==> config.mk <==
export PLATFORM = sky130hd
export DESIGN_NAME = seg_display_mux
export DESIGN_NICKNAME = d
export VERILOG_FILES = /design/src/rtl/stopwatch_pkg.sv /design/src/rtl/level_sync_edge.sv /design/src/rtl/seg_display_mux.sv
export SDC_FILE = /design/constraint.sdc
export NUM_CORES = 1
export LEC_CHECK = 0
export ABC_AREA = 1
export BUFFER_PORTS_ARGS = -buffer_cell sky130_fd_sc_hd__buf_4
export CORE_UTILIZATION = 45
export CTS_BUF_LIST = sky130_fd_sc_hd__clkbuf_8
export DETAILED_ROUTE_END_ITERATION = 8
export GPL_TIMING_DRIVEN = 0
export HOLD_SLACK_MARGIN = 0.08
export PLACE_DENSITY = 0.76
export SKIP_CTS_REPAIR_TIMING = 1
export SYNTH_ARGS = -nofsm -noshare
export SYNTH_HDL_FRONTEND = slang
export SYNTH_SLANG_ARGS = --single-unit
==> constraint.sdc <==
create_clock -name sys_clk -period 1.7 [get_ports sys_clk]
set_input_delay 0 -clock sys_clk [delete_from_list [all_inputs] [get_ports sys_clk]]
set_output_delay 0 -clock sys_clk [all_outputs]
set_load 0.02 [all_outputs]
==> src/rtl/stopwatch_pkg.sv <==
`default_nettype none
// ============================================================================
// Module      : stopwatch_pkg
// Description : Shared constants for the stopwatch datapath: divider rates,
//               active-low seven-segment patterns, scan digit indices and
//               the BCD to segment decoder.
// Revision    : 1.0  initial release
// ============================================================================
package stopwatch_pkg;

   // Divider rates shared with clk_div
   localparam int unsigned SYS_CLK_HZ   = 100_000_000;
   localparam int unsigned FAST_CLK_HZ  = 100;
   localparam int unsigned BLINK_CLK_HZ = 4;
   localparam int unsigned FAST_DIV     = SYS_CLK_HZ / (2 * FAST_CLK_HZ);
   localparam int unsigned BLINK_DIV    = SYS_CLK_HZ / (2 * BLINK_CLK_HZ);

   // Active-low segment patterns in {g,f,e,d,c,b,a} order
   localparam logic [6:0] SEG_0    = 7'b1000000;
   localparam logic [6:0] SEG_1    = 7'b1111001;
   localparam logic [6:0] SEG_2    = 7'b0100100;
   localparam logic [6:0] SEG_3    = 7'b0110000;
   localparam logic [6:0] SEG_4    = 7'b0011001;
   localparam logic [6:0] SEG_5    = 7'b0010010;
   localparam logic [6:0] SEG_6    = 7'b0000010;
   localparam logic [6:0] SEG_7    = 7'b1111000;
   localparam logic [6:0] SEG_8    = 7'b0000000;
   localparam logic [6:0] SEG_9    = 7'b0010000;
   localparam logic [6:0] SEG_DASH = 7'b0111111;
   localparam logic [6:0] SEG_OFF  = 7'b1111111;

   // Scan positions, rightmost digit first
   localparam logic [1:0] DIG_SEC_ONES = 2'd0;
   localparam logic [1:0] DIG_SEC_TENS = 2'd1;
   localparam logic [1:0] DIG_MIN_ONES = 2'd2;
   localparam logic [1:0] DIG_MIN_TENS = 2'd3;

   // Non-decimal codes show a dash so a corrupted digit is visible
   function automatic logic [6:0] bcd_to_seg(input logic [3:0] bcd);
      logic [6:0] pat;
      case (bcd)
         4'd0:    pat = SEG_0;
         4'd1:    pat = SEG_1;
         4'd2:    pat = SEG_2;
         4'd3:    pat = SEG_3;
         4'd4:    pat = SEG_4;
         4'd5:    pat = SEG_5;
         4'd6:    pat = SEG_6;
         4'd7:    pat = SEG_7;
         4'd8:    pat = SEG_8;
         4'd9:    pat = SEG_9;
         default: pat = SEG_DASH;
      endcase
      return pat;
   endfunction

endpackage
`default_nettype wire

==> src/rtl/level_sync_edge.sv <==
`default_nettype none
// ============================================================================
// Module      : level_sync_edge
// Description : Two-flop synchronizer for a slow asynchronous level plus a
//               third flop for single-cycle edge detection.
// Revision    : 1.0  initial release
// ============================================================================
module level_sync_edge #(
   parameter bit BOTH_EDGES = 1'b1
) (
   input  logic clk,
   input  logic rst_n,
   input  logic async_in,
   output logic level,
   output logic edge_pulse
);

   logic s1;
   logic s2;
   logic s3;

   // Synchronizer chain; s3 holds the previous synchronized level
   always_ff @(posedge clk or negedge rst_n) begin
      if (!rst_n) begin
         s1 <= 1'b0;
         s2 <= 1'b0;
         s3 <= 1'b0;
      end else begin
         s1 <= async_in;
         s2 <= s1;
         s3 <= s2;
      end
   end

   assign level = s2;

   generate
      if (BOTH_EDGES) begin : g_both_edges
         assign edge_pulse = s2 ^ s3;
      end else begin : g_rise_edge
         assign edge_pulse = s2 & ~s3;
      end
   endgenerate

endmodule
`default_nettype wire

==> src/rtl/seg_display_mux.sv <==
`default_nettype none
// ============================================================================
// Module      : seg_display_mux
// Description : Four-digit MM:SS seven-segment scanner. Steps the digit on
//               synchronized fast_clk edges, decodes BCD to active-low
//               segments and blanks the pair under adjustment at the blink
//               rate. All outputs come straight from flops.
// Revision    : 1.0  initial release
// ============================================================================
module seg_display_mux
   import stopwatch_pkg::*;
#(
   parameter int unsigned DP_DIGIT        = 2,
   parameter bit          SCAN_BOTH_EDGES = 1'b1
) (
   input  logic       sys_clk,
   input  logic       rst_n,
   input  logic       fast_clk,
   input  logic       blink_clk,
   input  logic       adj_en,
   input  logic       adj_sel,
   input  logic [3:0] min_tens,
   input  logic [3:0] min_ones,
   input  logic [3:0] sec_tens,
   input  logic [3:0] sec_ones,
   output logic [3:0] an,
   output logic [7:0] seg
);

   localparam logic [1:0] DP_IDX = DP_DIGIT[1:0];

   logic       tick;
   logic       blink_lvl;
   logic       fast_lvl_unused;
   logic       blink_edge_unused;
   logic [1:0] idx;
   logic [3:0] digit;
   logic       blank;
   logic [3:0] an_next;
   logic [7:0] seg_next;

   level_sync_edge #(
      .BOTH_EDGES (SCAN_BOTH_EDGES)
   ) u_fast_sync (
      .clk        (sys_clk),
      .rst_n      (rst_n),
      .async_in   (fast_clk),
      .level      (fast_lvl_unused),
      .edge_pulse (tick)
   );

   level_sync_edge #(
      .BOTH_EDGES (1'b1)
   ) u_blink_sync (
      .clk        (sys_clk),
      .rst_n      (rst_n),
      .async_in   (blink_clk),
      .level      (blink_lvl),
      .edge_pulse (blink_edge_unused)
   );

   // Scan index advances once per synchronized fast_clk edge, wrapping 3 -> 0
   always_ff @(posedge sys_clk or negedge rst_n) begin
      if (!rst_n) begin
         idx <= DIG_SEC_ONES;
      end else if (tick) begin
         idx <= idx + 2'd1;
      end
   end

   // Select the digit for the current position and form the next outputs
   always_comb begin
      digit    = sec_ones;
      blank    = 1'b0;
      an_next  = 4'b1111;
      seg_next = {1'b1, SEG_OFF};
      case (idx)
         DIG_SEC_ONES: digit = sec_ones;
         DIG_SEC_TENS: digit = sec_tens;
         DIG_MIN_ONES: digit = min_ones;
         DIG_MIN_TENS: digit = min_tens;
         default:      digit = sec_ones;
      endcase
      // adj_sel high picks the seconds pair (idx 0/1), low the minutes pair
      blank = adj_en & blink_lvl & (adj_sel ? ~idx[1] : idx[1]);
      if (!blank) begin
         an_next  = ~(4'b0001 << idx);
         seg_next = {(idx != DP_IDX), bcd_to_seg(digit)};
      end
   end

   // Output registers keep an/seg glitch-free for the display pins
   always_ff @(posedge sys_clk or negedge rst_n) begin
      if (!rst_n) begin
         an  <= 4'b1111;
         seg <= 8'hFF;
      end else begin
         an  <= an_next;
         seg <= seg_next;
      end
   end

endmodule
`default_nettype wire

==> metrics.txt <==
global route overflow 0; status complete, but fails checks; via count 851; Syn Area/Cell 9.35 um2; Min Clock Period, post-route 1.77 ns; GPL Wtd Cong 0.823; TritonCTS Buffers 3; Min-Delay Path Class in2async; Slew Viols, Final 0; Placed Area 1270 um2; Die Width 48.0 um; r2r setup slk -0.07 ns; synthesized flop and latch total 18; # clock sinks 18; Critical Path Fanout Max 5; Clock Skew 0.00874 ns; grt met1 use 22.4%; met2 usage 35.1%; DRT iter0 DRCs 10; Synth Cell Area 953 um2; Post-synth EDFFs 0; net count after synthesis 132; I/O pin count 34; WHS 0.140 ns; DRC viols 0; Leak 0.719 nW; die height 48.0 um; number of global-route vias before repair 753; final core occ 73.0%; violated checks setup timing; post-synthesis sequential area ratio 48.7%; clock transition at the registers of the reported paths 0.08 ns; Comb power frac 65.0%; R2R depth 10; Max-Slew Margin vs Limit 77.9%; DRT Pass-1 Iters 4; diode count 0; largest cells by area after synthesis dfstp_2, dfrtp_1, nand2_1; CP Class reg2reg; Pint 0.00180 W; count of buffer and inverter cells on the critical path 2; TritonCTS clock tree done; dpl hpwl 1.48 mm; fin crit share 104%; die area 2310 um2; port buffer count 33; Setup TNS -0.149 ns; reg-to-reg endpoint seg[5]; power share of the sequential group 23.9%; ratio of cells with drive above 1 in the final layout 54.1%; worst slew pin tran 0.330 ns; RSZ-0062 raised after global routing yes; worst r2r src idx[1]; drt total wl 2.34 mm; largest net degree at the start of global routing 19; cell chain of the critical path inv_4 > ha_4 > nand2_1 > nand2_1 > o21ai_4 > inv_2 > ha_1 > nand3b_1 > nand3_1 > nand2_1; Clock Path Buffers 2; Yosys warning count 0; via density per instance 4.86; post-synth cell types 24; Critical Path Most Common Cell nand2_1; final instance area 1450 um2; Worst-Skew Late Latency 0.26 ns; Max Fclk 565 MHz; Pwr Density 2230 nW/um2; CP required 1.88 ns; Crit. End Element register; fin worst setup slack -0.0684 ns; switching share of total power 44.2%; most used routing layer met2; worst-path cell with the longest stage delay dfrtp_2; nets 179; # rows 16; cell family with most CP delay simple AND/OR/NAND/NOR gates; final setup violation count 3; first-pass GRT wire length 3.03 mm; Psw 0.00142 W; max-cap violations 0; Post-synth top cells nand2_1, dfstp_2, ha_1, nand3_1; Mapped Cells 102; P&R area growth vs syn 51.7%; count leader, synth nand2_1; antenna viol nets, final 0; WP data arrival 1.95 ns; critical path launch point type register; Clock Power Share 11.1%; WL/cell 13.4 um; cell taking the most area after synthesis dfstp_2; Synth Flop Type dfstp_2; core area 1980 um2; Fin. Hold Viols 0; Worst IR Drop VDD 0.00120 V; share of flip-flops with an asynchronous set or reset 100%; H-tree lvl count 1; root buf cell clkbuf_8; grt met3 use 2.26%; initial antenna violation count 0; GRT Overall Usage 19.5%; initial core utilization 48.1%; area share of the largest cell type after synthesis 30.3%; CP peak stage delay 0.42 ns
-- how the worst max path moves through the flow --
stage,endpoint,depth (start not counted),startpoint,slack (ns)
after floorplan,seg[1],9,idx[1],0.01
after global placement,seg[6],9,idx[1],-0.1
after detailed placement,seg[5],9,idx[1],-0.14
after CTS,seg[5],10,idx[1],-0.17
after global routing,seg[6],10,idx[0],-0.09
final,seg[5],10,idx[1],-0.07
-- power groups by stage --
stage / clock network (W) / logic, W / registers (W)
after floorplan: 0 / 0.00113 / 0.000928
after global placement: 0 / 0.00170 / 0.000754
after detailed placement: 0 / 0.00175 / 0.000762
after CTS: 0.000355 / 0.00176 / 0.000755
after global routing: 0.000375 / 0.00229 / 0.000793
final: 0.000358 / 0.00210 / 0.000770
-- cell usage in the layout, fill, tap and decap left out, drive strengths merged --
cell type / instances
xor2: 2
ha: 8
dfstp: 11
nand4: 1
nand3b: 1
nand3: 8
nand2: 39
nor2: 8
xnor2: 1
or2: 3
dfrtp: 7
inv: 6
a21boi: 1
a21oi: 1
buf: 40
dlygate4sd3: 3
clkbuf: 4
o21bai: 1
o21ai: 3
-- worst reg2reg max path: cells and delay by family (launching register included) --
| family | cells | cell delay, ns |
|---|---|---|
| adder cells (fa/ha/maj) | 2 | 0.38 |
| AO/OA/AOI/OAI | 1 | 0.20 |
| flip-flops | 1 | 0.42 |
| buffers and inverters | 2 | 0.14 |
| AND/OR/NAND/NOR | 5 | 0.55 |
-- stage by stage --
| step | worst slack (ns) | total power [W] | std cells |
|---|---|---|---|
| after CTS | -0.165 | 0.00287 | 166 |
| after global routing | -0.0857 | 0.00345 | 175 |
| after floorplan | 0.0146 | 0.00206 | 102 |
| final | -0.0684 | 0.00322 | 175 |
| after detailed placement | -0.141 | 0.00251 | 162 |
| after global placement | -0.0973 | 0.00245 | 162 |
-- area by class of cell --
class	count	area, um2
repair buffers	42	323
well taps	27	33.8
multi-input cells	77	528
inverters	6	32.5
fillers	143	536
plain buffers	1	7.51
flip-flops and latches	18	467
clock buffers	4	55.1
-- cells by family after synthesis --
family,after synthesis,share of synthesized area (%)
AOI/OAI and AO/OA,6,7.22
DFF,18,48.7
buffers and inverters,7,3.15
xor gates and xnor gates,3,2.76
adders and majority gates,8,10.5
and+or+nand+nor,60,27.7
-- flip-flops by register name, summed over array words and instances (netlist names) --
register            cells
u_fast_sync.level       1
seg                     8
u_blink_sync.s1         1
u_fast_sync.s1          1
u_blink_sync.level      1
an                      3
idx                     2
u_fast_sync.s3          1
-- metal layers --
metal | vias up | part of all wire [%]
li1 | 417 | -
met1 | 393 | 38
met2 | 34 | 56
met3 | 7 | 4.2
met4 | 0 | 2.2
met5 | - | 0
Note: power is estimated with default switching activity, not from simulation.
